==> config.mk <==
export PLATFORM = sky130hd
export DESIGN_NAME = imem_boot_loader
export DESIGN_NICKNAME = d
export VERILOG_FILES = /design/src/rtl/imem_boot_loader.sv
export SDC_FILE = /design/constraint.sdc
export NUM_CORES = 1
export LEC_CHECK = 0
export BUFFER_PORTS_ARGS = -buffer_cell sky130_fd_sc_hd__buf_4
export CORE_MARGIN = 2
export CORE_UTILIZATION = 55
export CTS_CLUSTER_DIAMETER = 200
export CTS_CLUSTER_SIZE = 14
export DETAILED_ROUTE_END_ITERATION = 16
export MAX_ROUTING_LAYER = met4
export PLACE_DENSITY_LB_ADDON = 0.25
export SLEW_MARGIN = 20
export SYNTH_ARGS = -nofsm -noshare
export SYNTH_HDL_FRONTEND = slang
export SYNTH_SLANG_ARGS = --single-unit
==> constraint.sdc <==
create_clock -name clock -period 4.1 [get_ports clock]
set_input_delay 0.82 -clock clock [delete_from_list [all_inputs] [get_ports clock]]
set_output_delay 0.82 -clock clock [all_outputs]
set_load 0.005 [all_outputs]
==> src/rtl/imem_boot_loader.sv <==
// Boot loader: packs a byte stream little-endian into 32-bit words, writes them to imem,
// and holds the processor reset until the image is complete plus a settle window.
module imem_boot_loader #(
  parameter int ADDR_W      = 12,
  parameter int DEPTH       = 4096,
  parameter int HOLD_CYCLES = 4
) (
  input  logic              clock,
  input  logic              reset,
  input  logic              start,
  input  logic              byte_valid,
  input  logic [7:0]        byte_data,
  input  logic              byte_last,
  output logic              byte_ready,
  output logic [ADDR_W-1:0] wr_address,
  output logic [31:0]       wr_data,
  output logic              wr_en,
  output logic [ADDR_W:0]   word_count,
  output logic              proc_reset,
  output logic              busy,
  output logic              done,
  output logic [1:0]        error
);

  localparam int CNT_W = $clog2(HOLD_CYCLES + 1);
  localparam logic [ADDR_W:0]  DEPTH_C = (ADDR_W + 1)'(DEPTH);
  localparam logic [CNT_W-1:0] HOLD_C  = CNT_W'(HOLD_CYCLES);

  typedef enum logic [2:0] {
    S_IDLE,
    S_LOAD,
    S_HOLD,
    S_RUN,
    S_ERR
  } state_t;

  state_t            state, state_nx;
  logic [1:0]        lane, lane_nx;
  logic [31:0]       asm_buf, asm_nx;
  logic [ADDR_W:0]   count_nx;
  logic [1:0]        error_nx;
  logic [CNT_W-1:0]  hold_cnt, hold_nx;
  logic              wr_en_nx;
  logic [31:0]       wr_data_nx;
  logic [ADDR_W-1:0] wr_addr_nx;
  logic [31:0]       merged;
  logic              accept;

  always_ff @(posedge clock or negedge reset) begin
    if (!reset) begin
      state      <= S_IDLE;
      lane       <= 2'd0;
      asm_buf    <= 32'd0;
      word_count <= '0;
      error      <= 2'b00;
      hold_cnt   <= '0;
      wr_en      <= 1'b0;
      wr_data    <= 32'd0;
      wr_address <= '0;
    end else begin
      state      <= state_nx;
      lane       <= lane_nx;
      asm_buf    <= asm_nx;
      word_count <= count_nx;
      error      <= error_nx;
      hold_cnt   <= hold_nx;
      wr_en      <= wr_en_nx;
      wr_data    <= wr_data_nx;
      wr_address <= wr_addr_nx;
    end
  end

  // Lanes above the current one are always zero in asm_buf, so OR-ing in the
  // new byte yields the zero-filled word needed for a short final word.
  assign merged = asm_buf | ({24'd0, byte_data} << {lane, 3'b000});
  assign accept = byte_valid && (state == S_LOAD);

  always_comb begin
    state_nx   = state;
    lane_nx    = lane;
    asm_nx     = asm_buf;
    count_nx   = word_count;
    error_nx   = error;
    hold_nx    = hold_cnt;
    wr_en_nx   = 1'b0;
    wr_data_nx = wr_data;
    wr_addr_nx = wr_address;

    case (state)
      S_IDLE, S_RUN, S_ERR: begin
        if (start) begin
          state_nx = S_LOAD;
          lane_nx  = 2'd0;
          asm_nx   = 32'd0;
          count_nx = '0;
          error_nx = 2'b00;
        end
      end

      S_LOAD: begin
        if (accept) begin
          if (word_count == DEPTH_C) begin
            // Overflow takes priority over byte_last: nothing is written.
            error_nx[1] = 1'b1;
            state_nx    = S_ERR;
          end else if ((lane == 2'd3) || byte_last) begin
            wr_en_nx   = 1'b1;
            wr_data_nx = merged;
            wr_addr_nx = word_count[ADDR_W-1:0];
            count_nx   = word_count + (ADDR_W + 1)'(1);
            asm_nx     = 32'd0;
            lane_nx    = 2'd0;
            if (byte_last) begin
              if (lane != 2'd3) error_nx[0] = 1'b1;
              state_nx = S_HOLD;
              hold_nx  = HOLD_C;
            end
          end else begin
            asm_nx  = merged;
            lane_nx = lane + 2'd1;
          end
        end
      end

      S_HOLD: begin
        if (hold_cnt == '0) state_nx = S_RUN;
        else                hold_nx  = hold_cnt - CNT_W'(1);
      end

      default: state_nx = S_IDLE;
    endcase
  end

  assign byte_ready = (state == S_LOAD);
  assign busy       = (state == S_LOAD) || (state == S_HOLD);
  assign done       = (state == S_RUN);
  assign proc_reset = (state != S_RUN);

endmodule
==> out/metrics.csv <==
metric,value,unit
antenna_found_initial,0,
path_cells,inv_1 > ha_1 > nor4bb_1 > and3_1 > nor4bb_4 > buf_12 > mux2_2,
tightestPinTransition,0.964,ns
cpPeakStageDelay,0.77,ns
p_per_area,666,nW/µm²
clk_pin_slew,0.09,ns
cts_tree,done,
clockBufferDepth,2,
clock_skew,0.00815,ns
pre_cts_ws,1.35,ns
stdcell_count,608,
critPathCaptureType,flip-flop,
p_int,2.23,mW
drc,0,
stdcell_area,5220,µm²
ctsResizeCount,0,
design.die.area,8700,µm²
grt_pass1_vias,3400,
dpl.hpwl,6.72,mm
finalSetupViolCount,0,
antennaDiodeCount,0,
maxCapViolCount,0,
area_delta_synth_final,19.0,%
die-height,93.3,µm
fin_ws,1.36,ns
place.gp.congestion,0.912,
rr_worst_depth,7,
cts_buffers,9,
fin_crit_sh,66.7,%
swShare,35.8,%
synthDistinctLibCells,47,
cp_max_fo,70,
hp-class,input pin to asynchronous set/reset pin,
overflow,0,
die_x,93.3,µm
dp_cells,592,
grt_max_degree,71,
nets,519,
firstDrtPassIters,4,
synth_fp_nets,462,
postPlaceCellArea,4990,µm²
slew-limit-headroom,35.5,%
syn_avg_cell_area,9.87,µm²
reg2reg_slack,1.36,ns
clk_latency,0.36,ns
cts_root_buf,clkbuf_8,
ys.flop_type,dfrtp_1,
irDropWorstVdd,0.000383,V
timing.rr.start,word_count[0],
ios,77,
final_common_cell,dfrtp_1,
crit_required,4.35,ns
drt_iter0_markers,162,
synth-edff-count,0,
htreeDepth,3,
layout_common_cells,"100 x dfrtp_1, 88 x nor2_1, 80 x buf_4, 69 x a21oi_1, 33 x a31oi_1",
async_flop_share,100,%
fp.coreArea,7730,µm²
synth_area,4380,µm²
start_kind,flip-flop,
pwr-share-comb,37.1,%
p_clk_share,19.8,%
yosysWarnings,0,
port_buffers,76,
fmax,0.366,GHz
via_per_inst,5.71,
vias,3471,
wl_per_cell,16.3,µm
rsz0062_at_grt,false,
p_seq_share,43.0,%
hold_viol,0,
critPathSlowestCell,nor4bb_4,
p_leak,2.44,nW
cts_sinks,100,
drt.antenna.violating_nets,0,
path_delay_family,simple AND/OR/NAND/NOR gates,
ys_seq_area_share,57.1,%
timing.critical_path.buf_inv,2,
tns,0,ns
layout-drive-gt1-share,21.1,%
start_util,56.7,%
drt-total-wl,9.90,mm
cp.arrival,2.98,ns
outcome,"finished, final reports clean",
min_period,2.74,ns
grt_pass1_wl,16.3,mm
postCtsSetupRepairBufs,0,
row_count,32,
grt_usage,24.4,%
ys_seq_elements,100,
reg2reg_to,wr_address[0],
slew_violations,0,
p_sw,1.24,mW
cts_hold_buf,0,
critPathKind,flip-flop to flip-flop,
syn-instance-count,444,
worst max path at each step:
stage	start	endpoint	slack [ns]	cells after the start
2_1_floorplan	start	word_count[6]	1.83	7
3_3_place_gp	word_count[0]	wr_address[0]	1.47	7
3_5_place_dp	word_count[0]	wr_address[0]	1.35	7
4_1_cts	word_count[0]	wr_address[0]	1.35	7
5_1_grt	word_count[0]	wr_address[0]	1.15	7
6_report	word_count[0]	wr_address[0]	1.36	7
final cells by class:
| cell class | instances | area [µm²] |
|---|---|---|
| fill | 621 | 2510 |
| clock buffer | 10 | 138 |
| clock inverter | 6 | 86.3 |
| inverter | 12 | 45.0 |
| sequential | 100 | 2500 |
| tap | 102 | 128 |
| timing repair buffer | 81 | 621 |
| multi-input combinational | 297 | 1700 |
power groups by stage:
stage	logic (mW)	registers (mW)	clock network, mW
after floorplan	0.770	1.47	0
after detailed placement	1.29	1.51	0
after global placement	1.25	1.49	0
after global routing	1.45	1.54	0.741
after CTS	1.30	1.50	0.698
final	1.29	1.50	0.690
kinds of logic after synthesis:
family / after synthesis / share of synthesized area (%)
adder cells (fa/ha/maj): 5 / 1.43
AND/OR/NAND/NOR: 146 / 15.4
buffers and inverters: 47 / 4.71
AO/OA/AOI/OAI: 122 / 15.8
XOR/XNOR: 8 / 1.60
multiplexers: 16 / 4.05
flip-flops: 100 / 57.1
sequential cells by signal, indices dropped and copies added, names as in the netlist:
| name | flops |
|---|---|
| wr_address | 12 |
| hold_cnt | 3 |
| error | 2 |
| state | 3 |
| word_count | 13 |
| lane | 2 |
| asm_buf | 32 |
| wr_en | 1 |
| wr_data | 32 |
per-layer routing:
metal  vias to the layer above  wire length, µm  part of all wire [%]  global-route usage [%]
met5                         -                0                     0                       -
met2                        75             4920                    50                    37.6
met4                         0              105                   1.1                    8.21
met1                      1729             4470                    45                    33.6
met3                        10              403                   4.1                    3.71
li1                       1657                -                     -                       -
cell usage after synthesis (all sizes together), types with 3 or more instances:
| cell type | instances | area (µm²) |
|---|---|---|
| nand3 | 7 | 35.0 |
| nand4 | 9 | 56.3 |
| nand2 | 16 | 60.1 |
| buf | 23 | 116 |
| mux2 | 14 | 158 |
| xor2 | 5 | 43.8 |
| o21ai | 8 | 40.0 |
| nor3 | 3 | 20.0 |
| nor2 | 90 | 343 |
| dfrtp | 100 | 2500 |
| inv | 12 | 45.0 |
| ha | 5 | 62.6 |
| xnor2 | 3 | 26.3 |
| a21oi | 69 | 345 |
| a31oi | 33 | 206 |
| clkbuf | 12 | 45.0 |
| o211ai | 3 | 22.5 |
through the flow:
stage	hold WS (ns)	total power [mW]	utilization (%)
3_3_place_gp	0.472	2.74	64.6
5_1_grt	0.450	3.72	67.5
4_1_cts	0.425	3.49	67.5
3_5_place_dp	0.481	2.81	64.6
2_1_floorplan	0.463	2.24	-
6_report	0.415	3.48	67.5
(Power assumes the default switching activity.)
